### config.mk
export PLATFORM = sky130hd
export DESIGN_NAME = pmf_reservation_station
export DESIGN_NICKNAME = d
export VERILOG_FILES = /design/src/rtl/pmf_reservation_station.sv
export SDC_FILE = /design/constraint.sdc
export NUM_CORES = 1
export LEC_CHECK = 0
export CAP_MARGIN = 40
export CORE_ASPECT_RATIO = 1.75
export CORE_MARGIN = 8
export CORE_UTILIZATION = 38
export DETAILED_ROUTE_END_ITERATION = 16
export SETUP_SLACK_MARGIN = 0.15
export SLEW_MARGIN = 40
export SYNTH_ARGS = -nofsm -noshare
export SYNTH_HDL_FRONTEND = slang
export SYNTH_SLANG_ARGS = --single-unit
### constraint.sdc
create_clock -name clk -period 3.3 [get_ports clk]
set_clock_uncertainty 0.15 [all_clocks]
set_input_delay 0.33 -clock clk [delete_from_list [all_inputs] [get_ports clk]]
set_output_delay 0.33 -clock clk [all_outputs]
set_load 0.1 [all_outputs]
### src/rtl/pmf_reservation_station.sv
// rtl/pmf_reservation_station.sv - reservation station in front of pmfState/pmfALU; optional macro RS_AGE_ORDER_EN
module pmf_reservation_station #(
    parameter int         DEPTH      = 3,
    parameter logic [3:0] BASE_LABEL = 4'd1
) (
    input  logic        clk,
    input  logic        nRST,
    input  logic        issueValid,
    input  logic [1:0]  issueOp,
    input  logic [31:0] issueVj,
    input  logic [3:0]  issueQj,
    input  logic [31:0] issueVk,
    input  logic [3:0]  issueQk,
    output logic        issueReady,
    output logic [3:0]  issueLabel,
    input  logic        cdbValid,
    input  logic [3:0]  cdbLabel,
    input  logic [31:0] cdbData,
    input  logic        aluAvailable,
    output logic        aluWEN,
    output logic [1:0]  aluOp,
    output logic [31:0] aluData1,
    output logic [31:0] aluData2,
    output logic [3:0]  aluLabel,
    output logic [3:0]  busyCount
);
    localparam int IW = (DEPTH > 1) ? $clog2(DEPTH) : 1;

    typedef enum logic [1:0] {ST_FREE, ST_WAIT, ST_READY, ST_EXEC} ent_state_t;

    ent_state_t  state_q [DEPTH];
    ent_state_t  state_d [DEPTH];
    logic [1:0]  op_q    [DEPTH];
    logic [1:0]  op_d    [DEPTH];
    logic [31:0] vj_q    [DEPTH];
    logic [31:0] vj_d    [DEPTH];
    logic [31:0] vk_q    [DEPTH];
    logic [31:0] vk_d    [DEPTH];
    logic [3:0]  qj_q    [DEPTH];
    logic [3:0]  qj_d    [DEPTH];
    logic [3:0]  qk_q    [DEPTH];
    logic [3:0]  qk_d    [DEPTH];
`ifdef RS_AGE_ORDER_EN
    logic [3:0]  age_q   [DEPTH];
    logic [3:0]  age_d   [DEPTH];
    logic [3:0]  sel_age;
    logic        rel_found;
    logic [3:0]  rel_age;
`endif

    logic          free_found;
    logic [IW-1:0] free_idx;
    logic [3:0]    busy_cnt;
    logic          sel_found;
    logic [IW-1:0] sel_idx;
    logic          issue_fire;
    logic          dispatch_fire;
    logic          byp_j;
    logic          byp_k;
    logic [31:0]   new_vj;
    logic [31:0]   new_vk;
    logic [3:0]    new_qj;
    logic [3:0]    new_qk;

    // Lowest-index free entry and occupancy, both from registered state only
    always_comb begin
        free_found = 1'b0;
        free_idx   = '0;
        busy_cnt   = 4'd0;
        for (int i = 0; i < DEPTH; i++) begin
            if (state_q[i] == ST_FREE) begin
                if (!free_found) begin
                    free_found = 1'b1;
                    free_idx   = IW'(i);
                end
            end else begin
                busy_cnt = busy_cnt + 4'd1;
            end
        end
    end

    // Pick the READY entry presented to the ALU: oldest when age ordering is built in, else lowest index
    always_comb begin
        sel_found = 1'b0;
        sel_idx   = '0;
`ifdef RS_AGE_ORDER_EN
        sel_age   = 4'hF;
`endif
        for (int i = 0; i < DEPTH; i++) begin
            if (state_q[i] == ST_READY) begin
`ifdef RS_AGE_ORDER_EN
                if (!sel_found || (age_q[i] < sel_age)) begin
                    sel_found = 1'b1;
                    sel_idx   = IW'(i);
                    sel_age   = age_q[i];
                end
`else
                if (!sel_found) begin
                    sel_found = 1'b1;
                    sel_idx   = IW'(i);
                end
`endif
            end
        end
    end

    assign issueReady = free_found;
    assign issueLabel = BASE_LABEL + 4'(free_idx);
    assign busyCount  = busy_cnt;
    assign aluWEN     = sel_found;
    assign aluOp      = sel_found ? op_q[sel_idx] : 2'd0;
    assign aluData1   = sel_found ? vj_q[sel_idx] : 32'd0;
    assign aluData2   = sel_found ? vk_q[sel_idx] : 32'd0;
    assign aluLabel   = sel_found ? BASE_LABEL + 4'(sel_idx) : 4'd0;

    assign issue_fire    = issueValid && free_found;
    assign dispatch_fire = sel_found && aluAvailable;

    // An operand whose producer broadcasts in the issue cycle is taken from the CDB, not left waiting on a stale tag
    assign byp_j  = cdbValid && (issueQj != 4'd0) && (cdbLabel == issueQj);
    assign byp_k  = cdbValid && (issueQk != 4'd0) && (cdbLabel == issueQk);
    assign new_vj = byp_j ? cdbData : issueVj;
    assign new_vk = byp_k ? cdbData : issueVk;
    assign new_qj = byp_j ? 4'd0 : issueQj;
    assign new_qk = byp_k ? 4'd0 : issueQk;

    // Per-entry next state: issue, CDB capture, WAIT->READY promotion, dispatch and release on own-tag broadcast
    always_comb begin
        for (int i = 0; i < DEPTH; i++) begin
            state_d[i] = state_q[i];
            op_d[i]    = op_q[i];
            vj_d[i]    = vj_q[i];
            vk_d[i]    = vk_q[i];
            qj_d[i]    = qj_q[i];
            qk_d[i]    = qk_q[i];
        end
`ifdef RS_AGE_ORDER_EN
        rel_found = 1'b0;
        rel_age   = 4'd0;
        for (int i = 0; i < DEPTH; i++) begin
            age_d[i] = age_q[i];
            if ((state_q[i] == ST_EXEC) && cdbValid && (cdbLabel != 4'd0) &&
                (cdbLabel == BASE_LABEL + 4'(i))) begin
                rel_found = 1'b1;
                rel_age   = age_q[i];
            end
        end
`endif
        for (int i = 0; i < DEPTH; i++) begin
            if (state_q[i] != ST_FREE) begin
                if (cdbValid && (cdbLabel != 4'd0) && (qj_q[i] == cdbLabel)) begin
                    vj_d[i] = cdbData;
                    qj_d[i] = 4'd0;
                end
                if (cdbValid && (cdbLabel != 4'd0) && (qk_q[i] == cdbLabel)) begin
                    vk_d[i] = cdbData;
                    qk_d[i] = 4'd0;
                end
            end
            case (state_q[i])
                ST_FREE: begin
                    if (issue_fire && (free_idx == IW'(i))) begin
                        op_d[i]    = issueOp;
                        vj_d[i]    = new_vj;
                        vk_d[i]    = new_vk;
                        qj_d[i]    = new_qj;
                        qk_d[i]    = new_qk;
                        state_d[i] = ((new_qj == 4'd0) && (new_qk == 4'd0)) ? ST_READY : ST_WAIT;
`ifdef RS_AGE_ORDER_EN
                        age_d[i]   = busy_cnt - (rel_found ? 4'd1 : 4'd0);
`endif
                    end
                end
                ST_WAIT: begin
                    if ((qj_d[i] == 4'd0) && (qk_d[i] == 4'd0)) state_d[i] = ST_READY;
                end
                ST_READY: begin
                    if (dispatch_fire && (sel_idx == IW'(i))) state_d[i] = ST_EXEC;
                end
                ST_EXEC: begin
                    if (cdbValid && (cdbLabel != 4'd0) && (cdbLabel == BASE_LABEL + 4'(i)))
                        state_d[i] = ST_FREE;
                end
                default: state_d[i] = ST_FREE;
            endcase
`ifdef RS_AGE_ORDER_EN
            if ((state_q[i] != ST_FREE) && rel_found && (age_q[i] > rel_age))
                age_d[i] = age_q[i] - 4'd1;
`endif
        end
    end

    // Entry storage; reset drops every entry regardless of its state
    always_ff @(posedge clk or negedge nRST) begin
        if (!nRST) begin
            for (int i = 0; i < DEPTH; i++) begin
                state_q[i] <= ST_FREE;
                op_q[i]    <= 2'd0;
                vj_q[i]    <= 32'd0;
                vk_q[i]    <= 32'd0;
                qj_q[i]    <= 4'd0;
                qk_q[i]    <= 4'd0;
`ifdef RS_AGE_ORDER_EN
                age_q[i]   <= 4'd0;
`endif
            end
        end else begin
            for (int i = 0; i < DEPTH; i++) begin
                state_q[i] <= state_d[i];
                op_q[i]    <= op_d[i];
                vj_q[i]    <= vj_d[i];
                vk_q[i]    <= vk_d[i];
                qj_q[i]    <= qj_d[i];
                qk_q[i]    <= qk_d[i];
`ifdef RS_AGE_ORDER_EN
                age_q[i]   <= age_d[i];
`endif
            end
        end
    end
endmodule

==> results.cfg <==
[worst_setup_path]
required_ns = 2.82
end_kind = primary output
cp_cell_sequence = inv_1 > ha_4 > buf_12 > nor2_1 > a211oi_1 > a21oi_2 > buf_12
crit_buf_inv = 3
cp.depth = 7
r2r_setup_slack_ns = 0.41
max_stage_delay_ns = 0.42
path_class = flip-flop to primary output
cp_common_cell = buf_12
critical-path-slowest-cell = dfrtp_1
crit_path_max_fanout = 59
crit_family = buffers and inverters
start_kind = flip-flop
crit_arrival_ns = 2.54
ff2ff_path_depth = 10

[global_route]
antenna_found_initial = 0
grt-busiest-layer = met2
met3_usage_pct = 2.42
grtUsageMet1_pct = 26.8
met2_usage_pct = 42.3
grt_pass1_wl_um = 68800
grt_max_degree = 85
grt-ovfl-total = 0
track_usage_pct = 23.2
grt_pass1_vias = 11600

[synth]
ys_top_cells_by_area = dfrtp_1 (47%), a222oi_1 (16%), inv_1 (9.3%)
yosysTopAreaCell = dfrtp_1
synth.ff_latch_count = 228
yosysMostFrequentCell = inv_1
synth_warnings = 0
syn_area_um2 = 12200
avgSynthCellArea_um2 = 9.30
ys_types = 55
seq_area_frac_synth_pct = 46.6
ys_async_sr_fraction_pct = 100
synthCells = 1317
synth_ff_type = dfrtp_1
synth_edf_count = 0
synth.top_cells.by_count = inv_1 (303), dfrtp_1 (228), a222oi_1 (193), nand2_1 (89), nor2_1 (83)
netlist.area_leader.share_pct = 46.6

[sta]
max_freq_mhz = 331
period_needed_ns = 3.02
rsz0062_at_grt = false
fin_crit_sh_pct = 91.7
hold_viol = 0
max_slew.worst_pin.slew_ns = 0.726
slew_viol_final = 0
setup_viol = 0
maxSlewHeadroom_pct = 51.6

[clocking]
insertion_delay_ns = 0.52
clk_pin_slew_ns = 0.07
cts-buffers-inserted = 22
clockRootBuffer = clkbuf_16
clock_sinks = 228
h-tree-depth = 1
cts_tree = built
cts_max_path_buffers = 3

[finish]
nNetsFinal = 1608
final_util_pct = 51.4
layout-drive-gt1-share_pct = 18.4
diodes = 0
syn_to_final_growth_pct = 34.4

[route]
drt_iter0_drc = 1830
drc = 0
viasPerCell = 6.03
wl_um = 45300
wl_per_cell_um = 24.0
first_pass_iters = 11
ant_nets = 0
num_vias = 11400

[floorplan]
die_x_um = 152
die_h_um = 253
initial_core_util_pct = 38.3
rows = 87
core_area_um2 = 32000
dieArea_um2 = 38400
ios = 195

[place]
routabilityCongestion = 0.834
portBuffers = 190
dp_hpwl_um = 30900

[run]
max_cap_viol_count = 0

[worst_hold_path]
hold_path_class = input port to async pin

[run_status]
status = complete, no violations
[worst reg2reg max path, stage by stage (launching register included)]
cell and delay (ns):
dfrtp_1 0.41, inv_1 0.14, ha_2 0.26, inv_1 0.11, ha_1 0.23, inv_1 0.12
nand4_1 0.10, buf_4 0.20, a222oi_1 0.41, o311a_1 0.30, mux2_2 0.35
[repair_timing]
item,4_1_cts,5_1_grt
hold endpoints to repair,79,0
hold buffers,1,0
endpoints found under the setup margin,58,11
buffers inserted,2,0
resized for setup,1,4
[state kept, by name, summed over array words and instances, names as in the netlist]
name,cells
qj_q,12
state_q,6
op_q,6
qk_q,12
vj_q,96
vk_q,96
[final timing paths]
check	start	end
setup reg to reg	state_q[4]	state_q[0]
hold / removal	nRST	vj_q[90]
min in group clk	issueVk[17]	vk_q[81]
hold reg to reg	op_q[5]	op_q[5]
max in group asynchronous	nRST	vj_q[87]
setup / recovery	state_q[2]	aluData2[14]
[cell type report]
class	count	area (um2)
flip-flops and latches	228	5710
well taps	400	500
multi-input cells	676	5240
inverters	303	1140
clock buffers	29	598
repair buffers	247	3190
fillers	2969	15500
clock inverters	8	96.3
[placed cells by master (no fill, tap or decap), types with 4 or more instances in the layout]
cell / instances
nand4_1: 6
a222oi_1: 193
clkbuf_1: 6
clkdlybuf4s50_1: 113
a211oi_1: 62
xnor2_1: 10
a21oi_2: 64
clkbuf_16: 23
mux2_2: 9
nand2_1: 89
inv_1: 303
buf_4: 48
buf_16: 6
o21ai_0: 16
o22ai_1: 12
dfrtp_1: 228
nor4_1: 4
a31oi_1: 7
nor2_1: 75
buf_12: 68
nor2_4: 6
clkinv_2: 4
nor2b_1: 5
xor2_1: 21
ha_1: 11
conb_1: 4
buf_8: 9
nand3_1: 15
[stage by stage]
step                hold slack [ns]  setup TNS [ns]  area [um2]  worst slack [ns]  instances
floorplan                    -0.116         -0.0673       12500           -0.0491       1320
global placement              0.239               0       15400             0.102       1839
detailed placement            0.253               0       15700            0.0684       1851
CTS                           0.255               0       16400             0.189       1891
global route                  0.286               0       16500             0.163       1891
finish                        0.229               0       16500             0.275       1891
[per-layer routing]
layer  up-vias  wire (um)
li1       5046          -
met1      5655      16100
met2       632      24400
met3        73       3450
met4         0       1340
met5         -          0
[logic make-up (layout without fill, tap and decap cells)]
group	count (synthesis)	in the layout	share of synthesized area, %
buf+inv	416	587	13.9
xor+xnor	32	32	2.29
compound gates	385	385	26.3
other cells	1	4	0.0306
fa+ha+maj	15	15	1.53
mux	12	12	1.07
flops	228	228	46.6
simple gates	228	228	8.28
Power is left out: the tool's default activity adds up to more than one toggle a clock period on the data nets, which glitch-free logic cannot reach.
